==> config.mk <==
export PLATFORM = sky130hd
export DESIGN_NAME = ex_issue_ctrl
export DESIGN_NICKNAME = d
export VERILOG_FILES = /design/src/rtl/ex_issue_ctrl.sv
export SDC_FILE = /design/constraint.sdc
export NUM_CORES = 1
export LEC_CHECK = 0
export CAP_MARGIN = 20
export CORE_ASPECT_RATIO = 1.25
export CORE_MARGIN = 2
export CORE_UTILIZATION = 43
export CTS_CLUSTER_DIAMETER = 40
export DETAILED_ROUTE_END_ITERATION = 7
export PLACE_DENSITY = 0.74
export REMOVE_ABC_BUFFERS = 1
export SYNTH_ARGS = -nofsm -noshare
export SYNTH_HDL_FRONTEND = slang
export SYNTH_SLANG_ARGS = --single-unit
==> constraint.sdc <==
create_clock -name clk -period 2.2 [get_ports clk]
set_clock_uncertainty 0.1 [all_clocks]
set_input_delay 0.33 -clock clk [delete_from_list [all_inputs] [get_ports clk]]
set_output_delay 0.33 -clock clk [all_outputs]
set_load 0.02 [all_outputs]
==> src/rtl/ex_issue_ctrl.sv <==
// ex_issue_ctrl
//
// Issue and sequencing controller for the execute stage. It accepts one
// decoded op per cycle from decode over a valid/ready handshake. It drives
// the one-hot unit selects into the EX result register and stalls issue
// while a multi-cycle multiply or an outstanding load is in flight. It also
// produces the writeback valid/tag that line up with the result register
// output, and lets a flush cancel in-flight work.
//
// Ports
//   clk, rst            clock and asynchronous active-high reset
//   issue_valid_i       decode offers an op
//   issue_ready_o       controller can accept an op this cycle
//   issue_op_i [2:0]    0 addsub, 1 mul, 2 shift, 3 logic, 4 ld, 5 br, 6/7 illegal
//   issue_tag_i         destination tag of the offered op
//   ld_ack_i            load data valid this cycle
//   flush_i             cancel in-flight op and pending writeback
//   ctrl_*_o            one-hot unit selects to the result register
//   wb_valid_o          result valid at result register output this cycle
//   wb_tag_o            tag for wb_valid_o, zero when not valid
//   busy_o              controller is not idle
//   illegal_o           one-cycle pulse after an illegal op is accepted

module ex_issue_ctrl #(
    parameter int unsigned MUL_LAT = 3,
    parameter int unsigned TAG_W   = 5
) (
    input  logic             clk,
    input  logic             rst,
    input  logic             issue_valid_i,
    output logic             issue_ready_o,
    input  logic [2:0]       issue_op_i,
    input  logic [TAG_W-1:0] issue_tag_i,
    input  logic             ld_ack_i,
    input  logic             flush_i,
    output logic             ctrl_addsub_o,
    output logic             ctrl_mul_o,
    output logic             ctrl_shift_o,
    output logic             ctrl_logic_o,
    output logic             ctrl_ld_o,
    output logic             ctrl_br_o,
    output logic             wb_valid_o,
    output logic [TAG_W-1:0] wb_tag_o,
    output logic             busy_o,
    output logic             illegal_o
);

    // Counter only has to hold MUL_LAT-1, which always fits in clog2(MUL_LAT) bits.
    localparam int unsigned CNT_W = (MUL_LAT > 2) ? $clog2(MUL_LAT) : 1;
    localparam logic [CNT_W-1:0] CNT_LOAD = CNT_W'(MUL_LAT - 1);
    localparam logic [CNT_W-1:0] CNT_ONE  = CNT_W'(1);

    localparam logic [2:0] OP_ADDSUB = 3'd0;
    localparam logic [2:0] OP_MUL    = 3'd1;
    localparam logic [2:0] OP_SHIFT  = 3'd2;
    localparam logic [2:0] OP_LOGIC  = 3'd3;
    localparam logic [2:0] OP_LD     = 3'd4;
    localparam logic [2:0] OP_BR     = 3'd5;

    typedef enum logic [1:0] {
        S_IDLE     = 2'd0,
        S_MUL_WAIT = 2'd1,
        S_LD_WAIT  = 2'd2,
        S_LD_DRAIN = 2'd3
    } state_t;

    state_t             state;
    logic [CNT_W-1:0]   cnt;
    logic [TAG_W-1:0]   op_tag;     // tag of the outstanding mul or ld
    logic               pend_valid; // writeback presented by the result register this cycle
    logic [TAG_W-1:0]   pend_tag;
    logic               illegal_q;

    logic               accept;
    logic               is_single;
    logic               is_illegal;
    logic               mul_fire;
    logic               ld_fire;
    logic               pend_live;

    // Ready depends on the state register and flush only; rst gating keeps it low during reset.
    always_comb begin
        issue_ready_o = (state == S_IDLE) && !flush_i && !rst;
        busy_o        = (state != S_IDLE);
        illegal_o     = illegal_q;
    end

    // Handshake and op classification.
    always_comb begin
        accept     = issue_valid_i && issue_ready_o;
        is_single  = (issue_op_i == OP_ADDSUB) || (issue_op_i == OP_SHIFT) ||
                     (issue_op_i == OP_LOGIC)  || (issue_op_i == OP_BR);
        is_illegal = (issue_op_i[2:1] == 2'b11);
        mul_fire   = (state == S_MUL_WAIT) && (cnt == CNT_ONE) && !flush_i;
        ld_fire    = (state == S_LD_WAIT) && ld_ack_i && !flush_i;
        pend_live  = pend_valid && !flush_i;
    end

    // Unit selects: single-cycle ops select in the accept cycle, mul one
    // cycle before its writeback, ld in the ack cycle.
    always_comb begin
        ctrl_addsub_o = accept && (issue_op_i == OP_ADDSUB);
        ctrl_shift_o  = accept && (issue_op_i == OP_SHIFT);
        ctrl_logic_o  = accept && (issue_op_i == OP_LOGIC);
        ctrl_br_o     = accept && (issue_op_i == OP_BR);
        ctrl_mul_o    = mul_fire;
        ctrl_ld_o     = ld_fire;
    end

    // Writeback: a load bypasses the result register, everything else is
    // the registered pending entry. The two can never coincide because a
    // load is only accepted from IDLE one cycle after any single-cycle op.
    always_comb begin
        wb_valid_o = 1'b0;
        wb_tag_o   = '0;
        if (ld_fire) begin
            wb_valid_o = 1'b1;
            wb_tag_o   = op_tag;
        end else if (pend_live) begin
            wb_valid_o = 1'b1;
            wb_tag_o   = pend_tag;
        end
    end

    // Sequencing state machine.
    always_ff @(posedge clk or posedge rst) begin
        if (rst) begin
            state      <= S_IDLE;
            cnt        <= '0;
            op_tag     <= '0;
            pend_valid <= 1'b0;
            pend_tag   <= '0;
            illegal_q  <= 1'b0;
        end else begin
            // Pending writeback lives for exactly one cycle unless refilled.
            pend_valid <= 1'b0;
            pend_tag   <= '0;
            illegal_q  <= accept && is_illegal;

            case (state)
                S_IDLE: begin
                    if (accept) begin
                        if (is_single) begin
                            pend_valid <= 1'b1;
                            pend_tag   <= issue_tag_i;
                        end else if (issue_op_i == OP_MUL) begin
                            op_tag <= issue_tag_i;
                            cnt    <= CNT_LOAD;
                            state  <= S_MUL_WAIT;
                        end else if (issue_op_i == OP_LD) begin
                            op_tag <= issue_tag_i;
                            state  <= S_LD_WAIT;
                        end
                    end
                end

                S_MUL_WAIT: begin
                    if (flush_i) begin
                        cnt    <= '0;
                        op_tag <= '0;
                        state  <= S_IDLE;
                    end else if (cnt == CNT_ONE) begin
                        // Result captured this edge; present it next cycle.
                        pend_valid <= 1'b1;
                        pend_tag   <= op_tag;
                        cnt        <= '0;
                        state      <= S_IDLE;
                    end else begin
                        cnt <= cnt - CNT_ONE;
                    end
                end

                S_LD_WAIT: begin
                    if (ld_ack_i) begin
                        // With flush the ack is consumed silently.
                        op_tag <= '0;
                        state  <= S_IDLE;
                    end else if (flush_i) begin
                        op_tag <= '0;
                        state  <= S_LD_DRAIN;
                    end
                end

                S_LD_DRAIN: begin
                    // Swallow the cancelled load's ack; flush here changes nothing.
                    if (ld_ack_i) begin
                        state <= S_IDLE;
                    end
                end

                default: begin
                    state <= S_IDLE;
                end
            endcase
        end
    end

endmodule

== Word level (Yosys, flattened, before mapping) ==
Cells that the tools add are included.

* Add/sub/neg operators: 1
* Eq/ne operators: 17
* Mux-type cells: 37
* Reduce and logical (&&, ||, !) cells: 26

{| class="wikitable"
|+ Operators by type and width
! operator !! number
|-
| $mux W5 || 12
|-
| $mux W2 || 14
|-
| $pmux W5 S3 || 1
|-
| $logic_and A1 B1 Y1 || 13
|-
| $pmux W5 S2 || 1
|-
| $pmux W2 S4 || 1
|-
| $reduce_and A4 Y1 || 2
|-
| $eq A2 B2 Y1 const B || 3
|-
| $eq A3 B2 Y1 const B || 2
|-
| $eq A3 B3 Y1 const B || 2
|-
| $mux W1 || 6
|-
| $ne A2 B2 Y1 const B || 3
|-
| $reduce_and A6 Y1 || 1
|-
| $eq A2 B1 Y1 const B || 2
|-
| $pmux W2 S2 || 1
|-
| $reduce_bool A2 Y1 || 2
|-
| $eq A3 B1 Y1 const B || 1
|-
| $logic_not A3 Y1 || 1
|-
| $logic_or A1 B1 Y1 || 3
|-
| $ne A3 B1 Y1 const B || 1
|-
| $ne A3 B2 Y1 const B || 1
|-
| $ne A3 B3 Y1 const B || 1
|-
| $reduce_bool A3 Y1 || 1
|-
| $logic_not A1 Y1 || 2
|-
| 4 further kinds || 4
|}

* Bits in registers: 16

== Longest topological paths before layout ==
* Depth after elaboration: 7
* Mapped depth: 7
* Depth with buffers taken out: 6

== Worst setup path before layout ==
Ideal clock, no wire load.

* Kind: reg-to-output
* Start point: register state[0]
* End point: output port ctrl_addsub_o
* Arrival time: 1859 ps
* Required time: 1770 ps
* Slack: -89 ps
* Stages on the path, launching flop included: 6
* Cells stage by stage: dfrtp_1 inv_1 ha_1 inv_1 nor2_1 nor4b_1

* Word-level cells in the longest chain between the ends: 5

{| class="wikitable"
|+ RTL lines
! element !! line !! source
|-
| start, declared || 67 || <nowiki>state_t state;</nowiki>
|-
| start signal, assigned || 128 || <nowiki>state <= S_IDLE;</nowiki>
|-
| start signal, assigned || 149 || <nowiki>state <= S_MUL_WAIT;</nowiki>
|-
| start signal, assigned || 152 || <nowiki>state <= S_LD_WAIT;</nowiki>
|-
| $logic_not A2 Y1 || 83 || <nowiki>issue_ready_o = (state == S_IDLE) && !flush_i && !rst;</nowiki>
|-
| $logic_and A1 B1 Y1 (2 in series) || 83 ||
|-
| $logic_and A1 B1 Y1 || 90 || <nowiki>accept = issue_valid_i && issue_ready_o;</nowiki>
|-
| $logic_and A1 B1 Y1 || 102 || <nowiki>ctrl_addsub_o = accept && (issue_op_i == OP_ADDSUB);</nowiki>
|-
| end, declared || 36 || <nowiki>output logic ctrl_addsub_o,</nowiki>
|}

Every way passes these cells.

== Final worst setup path ==
* Start point: register state[0]
* End point: output port wb_valid_o

* Word-level cells in the longest chain between the ends: 4

{| class="wikitable"
|+ RTL lines
! element !! line !! source
|-
| $eq A2 B2 Y1 || 95 || <nowiki>ld_fire = (state == S_LD_WAIT) && ld_ack_i && !flush_i;</nowiki>
|-
| $logic_and A1 B1 Y1 (2 in series) || 95 ||
|-
| $mux W1 || 116 || <nowiki>if (ld_fire) begin</nowiki>
|-
| end, declared || 42 || <nowiki>output logic wb_valid_o,</nowiki>
|}

Every way passes these cells.

==> results.tsv <==
stage	metric	value	unit
grt	first-pass GRT wire length	3680	microns
grt	GRT met1 Usage	0.200	
synth	YS warnings	0	
synth	largest area contributor in the netlist	dfrtp_1	
setup_path	CP peak stage delay	0.36	ns
power_and_ir_drop	Logic pwr share	0.568	
grt	GR peak layer	met2	
synth	ys flop type	dfrtp_1	
power_and_ir_drop	Pint	0.867	mW
floorplan	Die H	56.9	microns
clock_tree	root buf cell	clkbuf_4	
floorplan	row count	19	
grt	GR Util met3	0.0354	
timing	RSZ-0062 raised after global routing	true	
final_layout	# nets final	161	
final_layout	final instance area	1410	sq um
clock_tree	Clk Latency, worst-skew pair	0.28	ns
grt	global route overflow	0	
synth	post-synthesis sequential area ratio	0.417	
timing	Setup TNS Final	0	ns
final_layout	Ant. Diodes	0	
placement	Final Wtd Congestion	0.787	
setup_path	Worst Path Required	1.77	ns
floorplan	Die X	46.3	microns
setup_path	worst reg2reg path depth	7	
routing	WL per Instance	13.6	microns
power_and_ir_drop	Flop pwr share	0.296	
timing	Worst slew margin	0.595	
timing	Worst-Margin Slew	0.607	ns
setup_path	worst endpoint data arrival time	1.71	ns
status	run status	finished clean	
clock_tree	clk slew on worst S/H paths	0.09	ns
synth	syn_area_per_cell	9.91	sq um
run	max_cap viols	0	
floorplan	die area	2630	sq um
setup_path	Crit Path Category	reg -> out	
power_and_ir_drop	NetSw	0.540	mW
setup_path	Setup crit start kind	flip-flop	
routing	DRT iter0 DRCs	17	
timing	Finish-stage setup viols	0	
synth	Syn Inst Count	97	
floorplan	core area	2160	sq um
synth	Synth top area share	0.417	
final_layout	non-filler cells, final	173	
synth	most frequent cell after synthesis	dfrtp_1	
final_layout	Area Overhead vs Synth	46.4	%
placement	port bufs	27	
synth	Post-synth ARST share	1.00	
timing	final slew viol count	0	
setup_path	critical path capture point type	output port	
hold_path	Hold Path Stages	1	
routing	WL final	2360	microns
synth	most frequent cells after synthesis	dfrtp_1, nand2_1, a22o_1	
setup_path	crit-path cells	inv_1 > ha_2 > and2b_2 > and2_4 > or2_2 > buf_6	
hold_path	Worst Hold Class	reg -> reg	
routing	DRT Pass-1 Iters	4	
setup_path	crit-path max FO	6	
placement	Detail Placement HPWL	1760	microns
timing	Min Hold Slack	0.440	ns
synth	largest cells by area after synthesis	dfrtp_1, a22o_1, ha_1	
timing	part of the cycle the worst path needs	0.972	
power_and_ir_drop	Worst IR Drop VDD	588	uV
placement	placed cells	167	
floorplan	effective utilization at floorplan	0.444	
power_and_ir_drop	clock share of power	0.136	
placement	placed cell area	1370	sq um
power_and_ir_drop	sw frac	0.384	
routing	Post-DRT Antenna Nets	0	
clock_tree	CTS sink cnt	16	
timing	Tmin final	2.14	ns
grt	GRT Overall Usage	0.192	
routing	Residual DRC	0	
timing	Hold Violations, Final	0	
power_and_ir_drop	Pwr Density	1000	nW/um^2
clock_tree	Max clock buf depth	2	
clock_tree	H-tree levels	1	
grt	global routing usage on met2	0.353	
timing	FMAX	0.468	GHz
grt	initial antenna violation count	0	
grt	vias in the first global route	895	
routing	via count	918	
synth	EDFF count, synth	0	
final_layout	share of cells above drive strength 1	0.338	
setup_path	Crit-path slowest cell	dfrtp_1	
clock_tree	cts bufs inserted	3	
power_and_ir_drop	leakage	0.688	nW
routing	vias per std cell	5.31	
clock_tree	TritonCTS clock tree	built	
grt	largest net degree at the start of global routing	17	
synth	synth unique cells	33	
floorplan	io pins	28	
synth	cell area after synthesis	961	sq um
synth	#FFs+latches synth	16	
==> layout by cell type (no fill, tap or decap), types with 2 or more instances in the layout <==
cell type        instances
or2_2                    2
nor2_1                   2
clkdlybuf4s50_1         12
clkbuf_4                 3
dfrtp_1                 16
nand2_1                 11
a22o_1                  10
buf_4                   18
nor3_2                   2
nor2b_1                  2
mux2_2                   2
and3_1                   2
o21ai_0                  9
nand2b_1                 2
inv_1                    8
and2b_2                  2
buf_2                    7
dlygate4sd2_1            3
ha_1                     4
==> registers in the layout, indices dropped and copies added (netlist names) <==
register    flops
cnt             2
illegal_o       1
op_tag          5
pend_tag        5
pend_valid      1
state           2
==> cells by family (layout without fill, tap and decap cells) <==
kind of cell             after synthesis  after routing  synth area share
AO/OA/AOI/OAI                         25             25             0.203
XOR/XNOR                               1              1           0.00912
adder cells (fa/ha/maj)                5              5            0.0651
buffers and inverters                 11             55            0.0456
flip-flops                            16             16             0.417
multiplexers                           3              3            0.0339
AND/OR/NAND/NOR                       36             37             0.227
==> worst max-delay path: cells and delay by family (launching register included) <==
| family | cells | cell delay, ns |
|---|---|---|
| AND/OR/NAND/NOR | 3 | 0.69 |
| flip-flops | 1 | 0.36 |
| buffers and inverters | 2 | 0.20 |
| adder cells (fa/ha/maj) | 1 | 0.19 |
==> path summary, 6_finish.rpt <==
kind                                            start                     to  slack, ns
worst max register to register   state[0]$_DFFE_PP0P_  op_tag[2]$_DFFE_PP0P_       0.31
min in group asynchronous                         rst     cnt[0]$_DFFE_PP0P_       0.46
worst min register to register  op_tag[0]$_DFFE_PP0P_  pend_tag[0]$_DFF_PP0_       0.44
worst max-delay path             state[0]$_DFFE_PP0P_             wb_valid_o       0.06
max in group asynchronous                         rst  op_tag[2]$_DFFE_PP0P_       1.13
worst min-delay path            op_tag[0]$_DFFE_PP0P_  pend_tag[0]$_DFF_PP0_       0.44
==> through the flow <==
step / total power, mW / worst slack [ns] / util
detailed placement: 1.20 / -0.518 / 0.633
CTS: 1.39 / -0.00352 / 0.643
global route: 1.51 / -0.0258 / 0.650
finish: 1.41 / 0.0617 / 0.650
floorplan: 0.905 / -0.0894 / -
global placement: 1.17 / -0.501 / 0.633
==> cell type report <==
| cell class | count | area, sq um |
|---|---|---|
| clock buffers | 4 | 36.3 |
| fillers | 183 | 757 |
| inverters | 8 | 30.0 |
| well taps | 31 | 38.8 |
| multi-input cells | 71 | 556 |
| flip-flops and latches | 16 | 400 |
| repair buffers | 43 | 345 |
==> power by group through the flow <==
stage	logic [mW]	clock network, mW	registers, mW
after floorplan	0.492	0	0.414
after global placement	0.755	0	0.417
after detailed placement	0.776	0	0.422
after CTS	0.776	0.196	0.415
after global routing	0.866	0.216	0.426
final	0.799	0.191	0.416
==> layer usage <==
layer	up-vias	part of all wire
li1	434	-
met1	440	0.39
met2	38	0.54
met3	6	0.056
met4	0	0.013
met5	-	0
==> what timing repair did <==
action	CTS	global route
gates cloned	0	1
gates resized for setup	51	19
hold buffers	0	0
buffers inserted	0	1
setup endpoints to repair	13	12
Note: power is estimated with default switching activity, not from simulation.
